$ cat src/rtl/pe_shift.sv
// Single-request shift engine: decodes one 64-bit op word, computes a 32-bit
// shift/rotate with a log barrel, and hands the registered result downstream.

module pe_shift_stage #(
   parameter int SH = 1
) (
   input  logic [31:0] din,
   input  logic        en,
   input  logic        rot,
   input  logic        fill,
   output logic [31:0] dout
);

   logic [SH-1:0] top;

   always_comb begin
      top  = rot ? din[SH-1:0] : {SH{fill}};
      dout = en ? {top, din[31:SH]} : din;
   end

endmodule

module pe_shift (
   input  logic        clk,
   input  logic        rst,
   input  logic        i_drive,
   input  logic [63:0] i_data,
   output logic        o_free,
   output logic        o_drive,
   output logic [63:0] o_data,
   input  logic        i_free
);

   typedef enum logic {IDLE, BUSY} state_t;

   localparam logic [1:0] OP_SLL = 2'b00;
   localparam logic [1:0] OP_SRA = 2'b10;
   localparam logic [1:0] OP_ROR = 2'b11;

   state_t      state;
   logic [31:0] a;
   logic [4:0]  amt;
   logic [1:0]  op;
   logic        is_sll;
   logic        rot;
   logic        fill;
   logic [31:0] src;
   logic [31:0] res;
   logic [31:0] stg [0:5];
   logic        unused_bits;

   function automatic logic [31:0] bitrev(input logic [31:0] v);
      logic [31:0] r;
      for (int i = 0; i < 32; i++) r[i] = v[31-i];
      return r;
   endfunction

   assign a           = i_data[31:0];
   assign amt         = i_data[36:32];
   assign op          = i_data[38:37];
   assign unused_bits = ^i_data[63:39];

   // Left shift reuses the right-shift barrel by reversing bits on both sides.
   always_comb begin
      is_sll = (op == OP_SLL);
      rot    = (op == OP_ROR);
      fill   = (op == OP_SRA) & a[31];
      src    = is_sll ? bitrev(a) : a;
      res    = is_sll ? bitrev(stg[5]) : stg[5];
   end

   assign stg[0] = src;

   for (genvar k = 0; k < 5; k++) begin : g_stage
      pe_shift_stage #(.SH(1 << k)) u_stage (
         .din  (stg[k]),
         .en   (amt[k]),
         .rot  (rot),
         .fill (fill),
         .dout (stg[k+1])
      );
   end

   // Requests seen while BUSY are dropped; o_data only changes on capture.
   always_ff @(posedge clk or negedge rst) begin
      if (!rst) begin
         state   <= IDLE;
         o_free  <= 1'b1;
         o_drive <= 1'b0;
         o_data  <= 64'h0;
      end else begin
         case (state)
            IDLE: begin
               o_drive <= 1'b0;
               if (i_drive) begin
                  o_data  <= {32'h0, res};
                  o_drive <= 1'b1;
                  o_free  <= 1'b0;
                  state   <= BUSY;
               end
            end
            BUSY: begin
               o_drive <= 1'b0;
               if (i_free) begin
                  o_free <= 1'b1;
                  state  <= IDLE;
               end
            end
            default: begin
               state   <= IDLE;
               o_free  <= 1'b1;
               o_drive <= 1'b0;
            end
         endcase
      end
   end

endmodule

$ cat config.mk
export PLATFORM = sky130hd
export DESIGN_NAME = pe_shift
export DESIGN_NICKNAME = d
export VERILOG_FILES = /design/src/rtl/pe_shift.sv
export SDC_FILE = /design/constraint.sdc
export NUM_CORES = 1
export LEC_CHECK = 0
export ABC_AREA = 1
export ABC_CLOCK_PERIOD_IN_PS = 1300
export CAP_MARGIN = 20
export CELL_PAD_IN_SITES_DETAIL_PLACEMENT = 1
export CELL_PAD_IN_SITES_GLOBAL_PLACEMENT = 1
export CORE_MARGIN = 4
export CORE_UTILIZATION = 25
export DETAILED_ROUTE_END_ITERATION = 16
export HOLD_SLACK_MARGIN = 0.02
export PLACE_DENSITY = 0.66
export SKIP_CTS_REPAIR_TIMING = 1
export SYNTH_ARGS = -nofsm -noshare
export SYNTH_HDL_FRONTEND = slang
export SYNTH_SLANG_ARGS = --single-unit
$ cat constraint.sdc
create_clock -name clk -period 1.3 [get_ports clk]
set_input_delay 0.26 -clock clk [delete_from_list [all_inputs] [get_ports clk]]
set_output_delay 0.26 -clock clk [all_outputs]
set_load 0.01 [all_outputs]
# Word-level counts from Yosys, hierarchy flattened

Index checks and enable logic that the tools add are counted.

Add/subtract/negate cells: 0
Multiply operators: 0
Div/mod/pow operators: 0
$lt $le $gt $ge: 0
Equality and inequality tests: 4
Shifts and indexed selects: 0
Muxes and demuxes: 19
Bitwise gates (word level): 2
Reductions and logical operators: 3

Operators with widths:

| cell               | number |
|---|---|
| $mux 32            | 7 |
| $mux 16            | 1 |
| $mux 8             | 1 |
| $pmux 1 s2         | 3 |
| $mux 1             | 5 |
| $eq 2x2->1 const B | 2 |
| $mux 4             | 1 |
| $ne 2x2->1 const B | 2 |
| $reduce_and 2->1   | 2 |
| $logic_not 2->1    | 1 |
| $mux 2             | 1 |
| $and 1x1->1        | 1 |
| $not 1->1          | 1 |

Bits in registers: 35
Latch bits: 0
Memory bits (writable): 0
Bits in read-only memories: 0
Input bits: 68
Output and inout bits: 66
Logic and storage cells: 32
Memories: 0

# Logic depth before layout (Yosys ltp)

Depth in word-level cells: 13
Mapped depth: 17
Mapped depth without buffers: 16

# By module

A second synthesis with hierarchy kept.

Cell total of the unflattened synthesis: 967
Area total of the unflattened synthesis: 5104.9 µm²

Modules (own cells, without submodules):

| module                               | times used | cells each | area each (µm²) | sequential area each (µm²) |
|---|---|---|---|---|
| pe_shift                             | 1          | 372        | 2469.9          | 877.1 |
| pe_shift_stage at g_stage[4].u_stage | 1          | 141        | 576.8           | 0.0 |
| pe_shift_stage at g_stage[3].u_stage | 1          | 123        | 568.0           | 0.0 |
| pe_shift_stage at g_stage[1].u_stage | 1          | 110        | 516.7           | 0.0 |
| pe_shift_stage at g_stage[2].u_stage | 1          | 114        | 516.7           | 0.0 |
| pe_shift_stage at g_stage[0].u_stage | 1          | 107        | 456.7           | 0.0 |

# Worst setup path after synthesis

OpenSTA, ideal clock, no wires.

Path kind: input to register
Start point: in i_data[32]
End point: reg o_data[31]
Library setup time: 0.116 ns
Arrival: 1.475 ns
Required time: 1.184 ns
Setup slack: -0.291 ns
Stages on the path: 14
Buffers on the path: 2
Path through: buf_4 > inv_2 > buf_2 > nand3_1 > nand2_1 > nand2_1 > nand3_1 > nand3_1 > nand3_1 > nand3_1 > nand2_1 > clkinv_1 > nand2_1 > nand2_1

Cells in the longest elaborated chain, start to end: 7
Elaborated cells on any way between the ends: 10
Those cells by class: mux (10)

Ends and longest elaborated chain:

| element                           | line   | source |
|---|---|---|
| start, declared                   | 27     | `input logic [63:0] i_data,` |
| $mux 32 *                         | 18     | `dout = en ? {top, din[31:SH]} : din;` |
| $mux 2 or $mux 32 (tied branches) | 17, 18 |  |
| $mux 32 * (4 in a row)            | 18     |  |
| $mux 32 *                         | 69     | `res = is_sll ? bitrev(stg[5]) : stg[5];` |
| end signal, assigned              | 96     | `o_data <= {32'h0, res};` |
| end, declared                     | 30     | `output logic [63:0] o_data,` |

Every way passes the cells marked *; elsewhere a longest branch is shown, timed or not.
A chain may end at the register's enable or synchronous reset.

# Worst setup path after layout

Start point: in i_data[24]
End point: reg o_data[31]

Cells in the longest elaborated chain, start to end: 8
Elaborated cells on any way between the ends: 9
Those cells by class: mux (9)

Ends and longest elaborated chain:

| element                           | line   | source |
|---|---|---|
| $mux 32 *                         | 68     | `src = is_sll ? bitrev(a) : a;` |
| $mux 32 * (3 in a row)            | 18     |  |
| $mux 8 or $mux 32 (tied branches) | 17, 18 |  |
| $mux 32 * (2 in a row)            | 18     |  |
| $mux 32 *                         | 69     |  |

Marks and branches as above.

==> results.md <==
* Status: finished, violations left
* Failing checks: negative setup slack
* Layout area overhead at 82.9%
* Placed cell area at 5820 µm²
* Max incr delay on CP at 0.45 ns
* GR peak layer: met2
* Ports at 134
* Worst hold path class: input pin to asynchronous set/reset pin
* Max cap viols at 0
* Avg Inst Size Synth at 5.38 µm²
* Primary FF master, synth: dfrtp_1
* Width of the die at 144 µm
* Post-synth top area cell: nand3_1
* Drt pass-1 iters at 5
* Seq/Total Area, Yosys at 0.189
* Die area at 20900 µm²
* Detail Route Antenna Nets at 0
* WP buf/inv at 2
* Initial antenna violation count at 0
* Cell area after layout at 8510 µm²
* Vias in the first global route at 5861
* Arr. time, crit path at 1.99 ns
* Setup Viol. Count Final at 32
* Clk Latency, worst-skew pair at 0.27 ns
* M1 GR Usage at 0.241
* Synth cell types at 19
* Met2 Usage GRT at 0.306
* Diodes inserted at 0
* Net Sw Frac at 0.445
* Worst-margin pin slew at 0.509 ns
* H-tree depth at 2
* Via-to-Cell Ratio at 5.48
* Adder-cell share of the synthesized area at 0
* Flip-flop and latch count after synthesis at 35
* Die Ht at 144 µm
* Combinational share of power at 0.589
* Drt drc at 0
* VDD IR-drop max at 463 µV
* Pins over their slew limit at 0
* Synth Area in Compound Gates at 0.00511
* CP endpoint kind: flip-flop
* WL final at 24.6 mm
* Total global routing overflow at 0
* Num Clock Sinks at 35
* Largest family of logic cells by synthesized area: simple AND/OR/NAND/NOR gates
* Setup ws final at -0.520 ns
* Vias post-DR at 6494
* Int Pwr at 3630 µW
* Tmin final at 1.82 ns
* Area of the core at 18100 µm²
* Cells after Synth at 865
* Initial Util at 0.256
* TritonCTS clock tree: built
* Number of CTS-inserted buffers at 5
* Xor/xnor cell area share of the yosys netlist at 0
* First-pass GRT wire length at 30.2 mm
* Share of power burned in registers at 0.230
* Final setup skew at 0.00364 ns
* NetSw at 2910 µW
* Root buf cell: clkbuf_16
* Routability congestion estimate at 0.944
* Hold Fails Final Rpt at 0
* Slew margin rel. at 0.661
* Gr usage total at 0.179
* Clock share of power at 0.181
* Most common cell in the netlist: nand2_1
* Clk slew on worst S/H paths at 0.05 ns
* Final core occ at 0.469
* Fin nets at 1023
* Final period util at 1.40
* Synth Area in Simple Gates at 0.653
* Dpl hpwl at 15.5 mm
* Pwr/cell area at 768 nW/µm²
* Met3 usage in global routing at 0.0218
* Mapped Area at 4650 µm²
* Routed wire length per instance at 20.8 µm
* Area contributors post-synth: nand3_1 36%, nand2_1 28%, dfrtp_1 18%
* Synth top area share at 0.355
* Fin Setup TNS at -12.96 ns
* Leak Pwr at 0.00444 µW
* Required time of the critical path at 1.47 ns
* Max frequency at 0.549 GHz
* Yosys warns at 0
* RSZ-0062 raised after global routing: yes
* Commonest cells in the netlist: 349 x nand2_1, 330 x nand3_1, 44 x inv_1, 37 x buf_4, 34 x dfrtp_1
* Row count at 49
* Worst setup SP type: input pin
* Asr flop ratio synth at 1.00
* Critical path class: input pin to flip-flop
* Worst Path Max Fanout at 2
* Most used cell, CP: nand2_1
* Longest Clk Path Bufs at 2
* Crit-path cells: clkdlybuf4s50_1 > inv_1 > nand2_2 > nand3_2 > nand3_2 > nand3_2 > nand3_1 > nand3_1 > nand2_1 > nand2_2 > nand2_1 > nand2_1 > nand2_1
* CP delay by family, top: simple AND/OR/NAND/NOR gates
* I/O Buffers at 76
* Number of flops mapped to enable cells by yosys at 0
* Mux cell area share after synthesis at 0
* Pin count of the biggest net entering global routing at 36
* Drt initial violations at 528
* Share of layout cells above drive strength 1 at 0.504
* Worst path slowest cell: clkdlybuf4s50_1
## stage by stage
step	setup WS [ns]	instances	hold WS (ns)	power [µW]
5_1_grt	-0.586	1184	0.375	6960
3_3_place_gp	-1.08	1166	0.465	4340
3_5_place_dp	-1.12	1166	0.470	4380
2_1_floorplan	-0.213	896	-0.0356	3120
6_report	-0.520	1184	0.354	6540
4_1_cts	-0.831	1173	0.367	5570
## worst register-to-register path, stage by stage, from the launching register on
cell     delay, ns
dfrtp_1       0.37
inv_1         0.07
nand2_1       0.08
inv_1         0.10
buf_12        0.20
nand2_1       0.10
inv_1         0.06
nand2_1       0.04
nand2_1       0.05
## cell families (layout without fill, tap and decap cells)
group / Yosys count / count (layout)
buf+inv: 136 / 195
compound gates: 4 / 4
flops: 35 / 35
simple gates: 689 / 689
other cells: 1 / 32
## layout by cell type (no fill, tap or decap)
cell	netlist	routed
dfstp_2	1	1
a22o_1	1	1
buf_6	4	6
nor2_2	0	1
o21ai_4	0	1
clkdlybuf4s50_1	0	18
buf_8	0	4
clkbuf_2	0	1
nand2_1	349	212
nand2_2	0	127
nand3_1	330	94
nand3_2	4	163
dlymetal6s2s_1	0	55
clkbuf_16	0	9
nor2_4	1	2
nand3_4	0	77
buf_4	37	38
clkbuf_8	0	1
inv_4	0	1
buf_12	0	13
clkinvlp_4	0	1
o21ai_1	0	1
inv_1	44	24
nand2_8	0	1
conb_1	1	32
nand2_4	1	10
inv_2	3	23
o21ai_0	3	1
clkinv_2	0	1
nor2_1	4	2
dfrtp_1	34	34
## registers in the layout, summed over array words and instances (netlist names)
| signal | flops |
|---|---|
| o_data | 32 |
| o_drive | 1 |
| o_free | 1 |
| state | 1 |
## worst paths after layout
path | to | cells after the start | start | slack, ns
min | state$_DFF_PN0_ | 2 | rst | 0.35
max in group asynchronous | o_free$_DFFE_PN1P_ | 2 | rst | 0.71
max reg2reg | o_data[28]$_DFFE_PN0P_ | 8 | state$_DFF_PN0_ | 0.17
max | o_data[31]$_DFFE_PN0P_ | 13 | i_data[24] | -0.52
min reg2reg | o_data[24]$_DFFE_PN0P_ | 2 | o_data[24]$_DFFE_PN0P_ | 0.47
min in group clk | o_data[24]$_DFFE_PN0P_ | 2 | o_data[24]$_DFFE_PN0P_ | 0.47
## layout make-up
type,instances,area [µm²]
repair buffers,139,1650
clock inverters,1,5.00
flip-flops and latches,35,877
inverters,49,190
clock buffers,6,139
well taps,229,287
multi-input cells,725,5370
fillers,2172,9640
## power by group through the flow
| stage | logic (µW) | clock network [µW] | registers, µW |
|---|---|---|---|
| final | 3850 | 1180 | 1500 |
| after global routing | 4160 | 1260 | 1550 |
| after CTS | 2850 | 1190 | 1520 |
| after detailed placement | 2840 | 0 | 1540 |
| after global placement | 2810 | 0 | 1530 |
| after floorplan | 1480 | 0 | 1640 |
## metal layers
layer | up-vias | share of wire
li1 | 2973 | -
met2 | 278 | 0.51
met3 | 84 | 0.051
met4 | 0 | 0.040
met1 | 3159 | 0.40
met5 | - | 0
No activity file was read; power rests on OpenSTA's default activity.
